$ cat config.mk
export PLATFORM = sky130hd
export DESIGN_NAME = filt_boxcar_var_flat
export DESIGN_NICKNAME = d
export VERILOG_FILES = /design/src/rtl/filt_boxcar_var_pkg.sv /design/src/rtl/filt_boxcar_var_if.sv /design/src/rtl/filt_boxcar_var_dly.sv /design/src/rtl/filt_boxcar_var.sv /design/src/flat_wrapper.sv
export SDC_FILE = /design/constraint.sdc
export NUM_CORES = 2
export LEC_CHECK = 0
export CORE_UTILIZATION = 35
export CTS_BUF_LIST = sky130_fd_sc_hd__clkbuf_8 sky130_fd_sc_hd__clkbuf_16
export DETAILED_ROUTE_END_ITERATION = 10
export PLACE_DENSITY = 0.49
export SLEW_MARGIN = 20
export SYNTH_ARGS = -nofsm -noshare
export SYNTH_HDL_FRONTEND = slang
export SYNTH_SLANG_ARGS = --single-unit
$ cat constraint.sdc
create_clock -name clk -period 6.4 [get_ports clk]
set_input_delay 1.28 -clock clk [delete_from_list [all_inputs] [get_ports clk]]
set_output_delay 1.28 -clock clk [all_outputs]
set_load 0.05 [all_outputs]
$ cat src/rtl/filt_boxcar_var_pkg.sv
// Width helpers shared by the variable-length boxcar filter, its interface and delay line.
package filt_boxcar_var_pkg;

  function automatic int clog2(input int v);
    int r;
    r = 0;
    while ((1 << r) < v) r++;
    return r;
  endfunction

  function automatic int max1(input int v);
    return (v < 1) ? 1 : v;
  endfunction

  // Accumulator holds up to 2^LOG2_MAX_LENGTH samples without overflow.
  function automatic int acc_w(input int data_w, input int log2_max);
    return data_w + log2_max;
  endfunction

  function automatic int ptr_w(input int chans, input int log2_max);
    return max1(clog2(chans << log2_max));
  endfunction

endpackage

$ cat src/rtl/filt_boxcar_var_if.sv
// Sample/config/result bundle between the capture front end and the boxcar filter.
interface filt_boxcar_var_if
  import filt_boxcar_var_pkg::*;
#(
  parameter int DATA_WIDTH      = 16,
  parameter int NUM_CHANNELS    = 4,
  parameter int LOG2_MAX_LENGTH = 5
);
  localparam int CH_W  = max1(clog2(NUM_CHANNELS));
  localparam int CFG_W = max1(clog2(LOG2_MAX_LENGTH + 1));

  logic                  clr;
  logic [CFG_W-1:0]      cfg_log2_len;
  logic                  in_valid;
  logic [DATA_WIDTH-1:0] din;
  logic                  out_valid;
  logic [CH_W-1:0]       out_chan;
  logic                  out_full;
  logic [DATA_WIDTH-1:0] dout;

  modport master (
    output clr, cfg_log2_len, in_valid, din,
    input  out_valid, out_chan, out_full, dout
  );

  modport slave (
    input  clr, cfg_log2_len, in_valid, din,
    output out_valid, out_chan, out_full, dout
  );

endinterface

$ cat src/rtl/filt_boxcar_var_dly.sv
// Simple dual-port delay memory with registered, read-before-write output.
module filt_boxcar_var_dly #(
  parameter int DATA_WIDTH = 16,
  parameter int DEPTH      = 128,
  parameter int PTR_W      = 7,
  parameter int USE_RAM    = 0
) (
  input  logic                  clk,
  input  logic                  i_we,
  input  logic [PTR_W-1:0]      i_waddr,
  input  logic [DATA_WIDTH-1:0] i_wdata,
  input  logic                  i_re,
  input  logic [PTR_W-1:0]      i_raddr,
  output logic [DATA_WIDTH-1:0] o_rdata
);
  logic [DATA_WIDTH-1:0] r_rdata;

  // At maximum window the read and write addresses coincide; the old word must be returned.
  generate
    if (USE_RAM != 0) begin : g_ram
      logic [DATA_WIDTH-1:0] r_mem [DEPTH];
      always_ff @(posedge clk) begin
        if (i_we) r_mem[i_waddr] <= i_wdata;
        if (i_re) r_rdata <= r_mem[i_raddr];
      end
    end else begin : g_reg
      logic [DATA_WIDTH-1:0] r_mem [DEPTH];
      always_ff @(posedge clk) begin
        for (int i = 0; i < DEPTH; i++) begin
          if (i_we && (i_waddr == PTR_W'(i))) r_mem[i] <= i_wdata;
        end
        if (i_re) r_rdata <= r_mem[i_raddr];
      end
    end
  endgenerate

  assign o_rdata = r_rdata;

endmodule

$ cat src/rtl/filt_boxcar_var.sv
// Time-interleaved moving-average filter; window 2^L per channel, L latched at rst/clr.
// Sample accepted at edge t appears on the output at edge t+3.
module filt_boxcar_var
  import filt_boxcar_var_pkg::*;
#(
  parameter int DATA_WIDTH      = 16,
  parameter int NUM_CHANNELS    = 4,
  parameter int LOG2_MAX_LENGTH = 5,
  parameter int SIGNED          = 1,
  parameter int DLY_USE_RAM     = 0
) (
  input logic              clk,
  input logic              rst,
  filt_boxcar_var_if.slave bus
);
  localparam int ACC_W  = acc_w(DATA_WIDTH, LOG2_MAX_LENGTH);
  localparam int DEPTH  = NUM_CHANNELS << LOG2_MAX_LENGTH;
  localparam int PTR_W  = ptr_w(NUM_CHANNELS, LOG2_MAX_LENGTH);
  localparam int FILL_W = clog2(DEPTH + 1);
  localparam int CH_W   = max1(clog2(NUM_CHANNELS));
  localparam int CFG_W  = max1(clog2(LOG2_MAX_LENGTH + 1));

  function automatic logic signed [ACC_W-1:0] ext(input logic [DATA_WIDTH-1:0] d);
    if (SIGNED != 0) return {{LOG2_MAX_LENGTH{d[DATA_WIDTH-1]}}, d};
    return {{LOG2_MAX_LENGTH{1'b0}}, d};
  endfunction

  // Divide by 2^L rounding toward -inf, then truncate to the sample width.
  function automatic logic [DATA_WIDTH-1:0] scale(input logic signed [ACC_W-1:0] a,
                                                  input logic [CFG_W-1:0] l);
    if (SIGNED != 0) return DATA_WIDTH'(a >>> l);
    return DATA_WIDTH'($unsigned(a) >> l);
  endfunction

  logic [CFG_W-1:0]        r_log2_len, w_cfg_len;
  logic [PTR_W-1:0]        r_wr_ptr, w_rd_addr;
  logic [PTR_W:0]          w_rd_sum;
  logic [FILL_W-1:0]       r_fill, w_span;
  logic [CH_W-1:0]         r_chan;
  logic                    w_accept;
  logic [DATA_WIDTH-1:0]   w_rdata;
  logic                    r_vld_p0, r_vld_p1, r_vld_p2;
  logic signed [ACC_W-1:0] r_din_p0, r_delta_p1, r_sum_p2, w_old, w_acc_new;
  logic [CH_W-1:0]         r_chan_p0, r_chan_p1, r_chan_p2;
  logic                    r_zero_p0, r_full_p0, r_full_p1, r_full_p2;
  logic signed [ACC_W-1:0] r_acc [NUM_CHANNELS];
  logic                    r_out_valid, r_out_full;
  logic [CH_W-1:0]         r_out_chan;
  logic [DATA_WIDTH-1:0]   r_out_dout;

  assign w_accept  = bus.in_valid & ~bus.clr;
  assign w_cfg_len = (bus.cfg_log2_len > CFG_W'(LOG2_MAX_LENGTH)) ? CFG_W'(LOG2_MAX_LENGTH)
                                                                  : bus.cfg_log2_len;
  assign w_span    = FILL_W'(NUM_CHANNELS) << r_log2_len;
  assign w_rd_sum  = {1'b0, r_wr_ptr} + (PTR_W+1)'(DEPTH) - (PTR_W+1)'(w_span);
  assign w_rd_addr = (w_rd_sum >= (PTR_W+1)'(DEPTH)) ? PTR_W'(w_rd_sum - (PTR_W+1)'(DEPTH))
                                                     : PTR_W'(w_rd_sum);

  filt_boxcar_var_dly #(
    .DATA_WIDTH (DATA_WIDTH),
    .DEPTH      (DEPTH),
    .PTR_W      (PTR_W),
    .USE_RAM    (DLY_USE_RAM)
  ) u_dly (
    .clk     (clk),
    .i_we    (w_accept),
    .i_waddr (r_wr_ptr),
    .i_wdata (bus.din),
    .i_re    (w_accept),
    .i_raddr (w_rd_addr),
    .o_rdata (w_rdata)
  );

  always_ff @(posedge clk) begin
    if (rst || bus.clr) begin
      r_log2_len <= w_cfg_len;
      r_wr_ptr   <= '0;
      r_fill     <= '0;
      r_chan     <= '0;
      r_vld_p0   <= 1'b0;
      r_vld_p1   <= 1'b0;
      r_vld_p2   <= 1'b0;
    end else begin
      r_vld_p0 <= bus.in_valid;
      r_vld_p1 <= r_vld_p0;
      r_vld_p2 <= r_vld_p1;
      if (bus.in_valid) begin
        r_wr_ptr <= (r_wr_ptr == PTR_W'(DEPTH - 1)) ? '0 : r_wr_ptr + 1'b1;
        r_chan   <= (r_chan == CH_W'(NUM_CHANNELS - 1)) ? '0 : r_chan + 1'b1;
        if (r_fill < w_span) r_fill <= r_fill + 1'b1;
      end
    end
  end

  // p0: capture sample; until the window has filled, the departing sample counts as zero
  always_ff @(posedge clk) begin
    r_din_p0  <= ext(bus.din);
    r_chan_p0 <= r_chan;
    r_zero_p0 <= (r_fill < w_span);
    r_full_p0 <= (({1'b0, r_fill} + 1'b1) >= {1'b0, w_span});
  end

  // p1: new sample minus departing sample
  assign w_old = r_zero_p0 ? '0 : ext(w_rdata);

  always_ff @(posedge clk) begin
    r_delta_p1 <= r_din_p0 - w_old;
    r_chan_p1  <= r_chan_p0;
    r_full_p1  <= r_full_p0;
  end

  // p2: single-cycle read-modify-write so consecutive hits on one channel chain correctly
  assign w_acc_new = r_acc[r_chan_p1] + r_delta_p1;

  always_ff @(posedge clk) begin
    if (rst || bus.clr) begin
      for (int i = 0; i < NUM_CHANNELS; i++) r_acc[i] <= '0;
    end else if (r_vld_p1) begin
      r_acc[r_chan_p1] <= w_acc_new;
    end
  end

  always_ff @(posedge clk) begin
    r_sum_p2  <= w_acc_new;
    r_chan_p2 <= r_chan_p1;
    r_full_p2 <= r_full_p1;
  end

  // p3: output register
  always_ff @(posedge clk) begin
    if (rst || bus.clr) begin
      r_out_valid <= 1'b0;
      r_out_dout  <= '0;
      r_out_chan  <= '0;
      r_out_full  <= 1'b0;
    end else begin
      r_out_valid <= r_vld_p2;
      if (r_vld_p2) begin
        r_out_dout <= scale(r_sum_p2, r_log2_len);
        r_out_chan <= r_chan_p2;
        r_out_full <= r_full_p2;
      end
    end
  end

  assign bus.out_valid = r_out_valid;
  assign bus.dout      = r_out_dout;
  assign bus.out_chan  = r_out_chan;
  assign bus.out_full  = r_out_full;

endmodule

$ cat src/flat_wrapper.sv
// flat-port wrapper written by rule: the top's interface ports become plain ports
module filt_boxcar_var_flat import filt_boxcar_var_pkg::*;
#(
  parameter int DATA_WIDTH      = 16,
  parameter int NUM_CHANNELS    = 4,
  parameter int LOG2_MAX_LENGTH = 5,
  parameter int SIGNED          = 1,
  parameter int DLY_USE_RAM     = 0
)
  (clk, rst, bus_clr, bus_cfg_log2_len, bus_in_valid, bus_din, bus_out_valid, bus_out_chan, bus_out_full, bus_dout);
  filt_boxcar_var_if #(.DATA_WIDTH(DATA_WIDTH), .NUM_CHANNELS(NUM_CHANNELS), .LOG2_MAX_LENGTH(LOG2_MAX_LENGTH)) bus_i ();
  input logic clk;
  input logic rst;
  input wire logic [$bits(bus_i.clr)-1:0] bus_clr;
  input wire logic [$bits(bus_i.cfg_log2_len)-1:0] bus_cfg_log2_len;
  input wire logic [$bits(bus_i.in_valid)-1:0] bus_in_valid;
  input wire logic [$bits(bus_i.din)-1:0] bus_din;
  output wire logic [$bits(bus_i.out_valid)-1:0] bus_out_valid;
  output wire logic [$bits(bus_i.out_chan)-1:0] bus_out_chan;
  output wire logic [$bits(bus_i.out_full)-1:0] bus_out_full;
  output wire logic [$bits(bus_i.dout)-1:0] bus_dout;
  assign bus_i.clr = bus_clr;
  assign bus_i.cfg_log2_len = bus_cfg_log2_len;
  assign bus_i.in_valid = bus_in_valid;
  assign bus_i.din = bus_din;
  assign bus_out_valid = bus_i.out_valid;
  assign bus_out_chan = bus_i.out_chan;
  assign bus_out_full = bus_i.out_full;
  assign bus_dout = bus_i.dout;
  filt_boxcar_var #(.DATA_WIDTH(DATA_WIDTH), .NUM_CHANNELS(NUM_CHANNELS), .LOG2_MAX_LENGTH(LOG2_MAX_LENGTH), .SIGNED(SIGNED), .DLY_USE_RAM(DLY_USE_RAM)) u_core (.clk(clk), .rst(rst), .bus(bus_i));
endmodule
==> metrics.md <==
| Metric | Value |
|---|---|
| Status | `complete, but fails checks` |
| Violated checks | `DRC` |
| Clk sinks | `~2300` |
| Arrival time worst endpoint | `approximately 6000 ps` |
| Max-slew headroom | `24.2%` |
| Hold Slack | `between 300 and 400 ps` |
| Crit-path slowest cell | `a22oi_1` |
| Vias in the first global route | `43100` |
| Die Area | `approximately 0.26 mm^2` |
| Clock transition at the registers of the reported paths | `around 60 ps` |
| P&R area growth vs syn | `14.7%` |
| Synth Warn # | `0` |
| Postcts setup bufs | `0` |
| Final min period | `5360 ps` |
| Top-area cell type share of the netlist area | `around 73%` |
| Slew Limit Fails | `0` |
| Min-Delay Path Class | `reg -> reg` |
| Synth cell count leaders | `edfxtp_1 (2151), mux4_2 (619), nor2_1 (336)` |
| # nets final | `4563` |
| Worst setup path class | `reg -> reg` |
| CTS Buffer Depth | `3` |
| Area leader, netlist | `edfxtp_1` |
| Most numerous cell in the Yosys netlist | `edfxtp_1` |
| Final worst path period share | `83.7%` |
| Max incr delay on CP | `around 910 ps` |
| Clock Tree Root | `clkbuf_16` |
| Max Freq | `187 MHz` |
| Post-synthesis sequential area ratio | `75.4%` |
| Hold path startpoint | `u_core.r_chan_p0[0]` |
| Dominant cells by area after synthesis | `edfxtp_1 (73%), mux4_2 (16%), dfxtp_1 (2.4%)` |
| Reg2reg start | `u_core.r_log2_len[0]` |
| CTS Buf Count | `232` |
| Post-DRT Antenna Nets | `0` |
| Final instance area | `0.102 mm^2` |
| Routability cong. | `0.902` |
| Worst path bufs/invs | `3` |
| Ys async rst share | `0%` |
| Final Setup Violations | `0` |
| Syn_nets | `~4300` |
| Share of cells above drive strength 1 | `between 20% and 30%` |
| Mean number of vias per cell | `~5.4` |
| H-tree Lvls | `4` |
| Hold path depth | `0` |
| Synth Instances | `4240` |
| Avg WL per Cell | `approximately 30 um` |
| Synthesis-stage register bit count | `2259` |
| Cell Rows | `184` |
| Max_cap viols | `0` |
| Power per cell area | `321 mW/mm^2` |
| First-pass GRT wire length | `339000 um` |
| Post-CTS Hold Buffers | `0` |
| Post-DP HPWL | `143000 um` |
| DR iter-0 viols | `~4400` |
| Mean post-synth cell area | `between 20 and 25 um^2` |
| Grt total ovfl | `0` |
| Distinct cells, synth | `62` |
| CP required | `7010 ps` |
| Startpoint types | `flop` |
| Top Family by Delay on Critical Path | `simple AND/OR/NAND/NOR gates` |
| Power Total | `32600 uW` |
| CTS tree | `yes` |
| Final Hold Vio Count | `0` |
| R2R Setup Slk | `about 1000 ps` |
| Critical-path cell list | `buf_4 > clkinv_1 > or3_1 > ha_1 > nor3_1 > or2_4 > buf_12 > mux2i_1 > o211ai_1 > a22oi_1 > a31oi_1` |
| CP endpoint kind | `flop` |
| PortBufs | `42` |
| Leak Pwr | `0.0318 uW` |
| DRT Wirelength | `239000 um` |
| Syn Std Cell Area | `0.0886 mm^2` |
| Vias | `roughly 43000` |
| Initial antenna violation count | `14` |
| Core area | `between 0.2 and 0.3 mm^2` |
| R2R cell count | `11` |
| CTS resizes | `0` |
| DRC violations left | `30` |
| Critical path peak fanout | `45` |
| Slew @ Worst Pin | `1140 ps` |
| DR pass1 iterations | `8` |
| Final setup TNS | `0 ps` |
| R2R Path End | `u_core.u_dly.o_rdata[1]` |
| Worst VDD drop | `0.294 mV` |
| IO Count | `43` |
| Setup ws final | `~1000 ps` |
| Post-synth EDFFs | `2151` |
| Die Height | `505 um` |
| Final Skew | `110 ps` |
| Dpl cell area | `0.0940 mm^2` |
| Post-Place Setup Slack | `approximately 1100 ps` |
| Die X | `505 um` |
| Worst Hold End | `u_core.r_chan_p1[0]` |
| Most common flop cell mapped by yosys | `edfxtp_1` |
| Largest net degree at the start of global routing | `130` |
| RSZ-0062 raised after global routing | `no` |
| Worst-skew pair later-pin latency | `910 ps` |
| Gr usage total | `a little under a fifth` |
| Initial Util | `a little over a third` |
sequential cells by signal, summed over array words and instances, names as in the netlist, 2 cells and up:
register / count
u_core.r_chan_p0: 2
u_core.r_chan: 2
u_core.r_chan_p1: 2
u_core.r_log2_len: 3
u_core.r_acc: 84
u_core.r_din_p0: 16
u_core.r_wr_ptr: 7
u_core.r_fill: 8
u_core.bus.dout: 16
u_core.u_dly.o_rdata: 16
u_core.bus.out_chan: 2
u_core.r_chan_p2: 2
u_core.r_sum_p2: 21
u_core.r_delta_p1: 21
u_core.u_dly.g_reg.r_mem: 2048
cell families after synthesis:
kind of cell / after synthesis / share of synthesized area (%)
buf+inv: 275 / 1.45
mux: 682 / 16.5
simple gates: 619 / 3.13
fa+ha+maj: 61 / 0.879
flops: 2259 / 75.4
compound gates: 288 / 2.15
xor+xnor: 56 / 0.583
cells in the final DEF, fill, tap and decap left out, types with 13 or more instances in the layout:
cell type and count:
o221ai_1 16, dfxtp_1 104, nor4_1 14, nor2b_1 17
bufinv_16 18, edfxtp_1 2151, xor2_1 26, a211oi_1 47
mux4_2 619, nand2_1 73, clkinv_2 53, a22oi_1 16
a21o_1 17, clkbuf_16 235, o22ai_1 16, and2_1 33
nor2_1 261, nand3_1 64, nor3_1 20, inv_1 87
mux2i_1 62, ha_1 58, clkdlybuf4s50_1 26, clkinv_1 52
nand2b_1 21, a21oi_1 63, nor2_2 74, buf_4 202
o21ai_0 26, o211ai_1 18, a31oi_1 23, xnor2_1 25
buf_12 13
stage by stage:
step	utilization (%)	instances
2_1_floorplan	-	4240
3_3_place_gp	37.4	7591
3_5_place_dp	37.4	7592
4_1_cts	40.4	8035
5_1_grt	40.4	8037
6_report	40.4	8043
report_power, final:
group / switching, uW / internal, uW / total [uW]
clock: 5840 / 7480 / 13300
combinational: 1840 / 963 / 2800
sequential: 141 / 16400 / 16500
metal layers:
metal | routed length [um] | share of wire (%) | vias up | GRT usage (%)
met1 | 110000 | 46 | 23600 | 28.2
li1 | - | - | 18000 | -
met4 | 5760 | 2.4 | 2 | 4.85
met5 | 20 | 0.0084 | - | 0
met2 | 108000 | 45 | 1349 | 28.0
met3 | 14200 | 6.0 | 286 | 2.92
how the worst max path moves through the flow:
stage                               startpoint                         endpoint  cells after the start  slack, ps
final                     u_core.r_log2_len[0]          u_core.u_dly.o_rdata[1]                     11       1040
after global routing      u_core.r_log2_len[0]          u_core.u_dly.o_rdata[6]                     13        700
after CTS                 u_core.r_log2_len[0]          u_core.u_dly.o_rdata[1]                     11       1110
after detailed placement  u_core.r_log2_len[0]          u_core.u_dly.o_rdata[3]                     13       1090
after global placement    u_core.r_log2_len[0]          u_core.u_dly.o_rdata[1]                     11       1180
after floorplan                   bus_in_valid  u_core.u_dly.g_reg.r_mem[32][0]                      6       2190
cell type report:
cell class | instances | area [um^2]
antenna | 7 | 17.5
sequential | 2259 | 66800
timing repair buffer | 243 | 2080
clock inverter | 202 | 1640
fill | 22300 | 150000
tap | 3348 | 4190
clock buffer | 241 | 5960
inverter | 37 | 139
multi-input combinational | 1706 | 20800
Note: power is estimated with default switching activity, not from simulation.
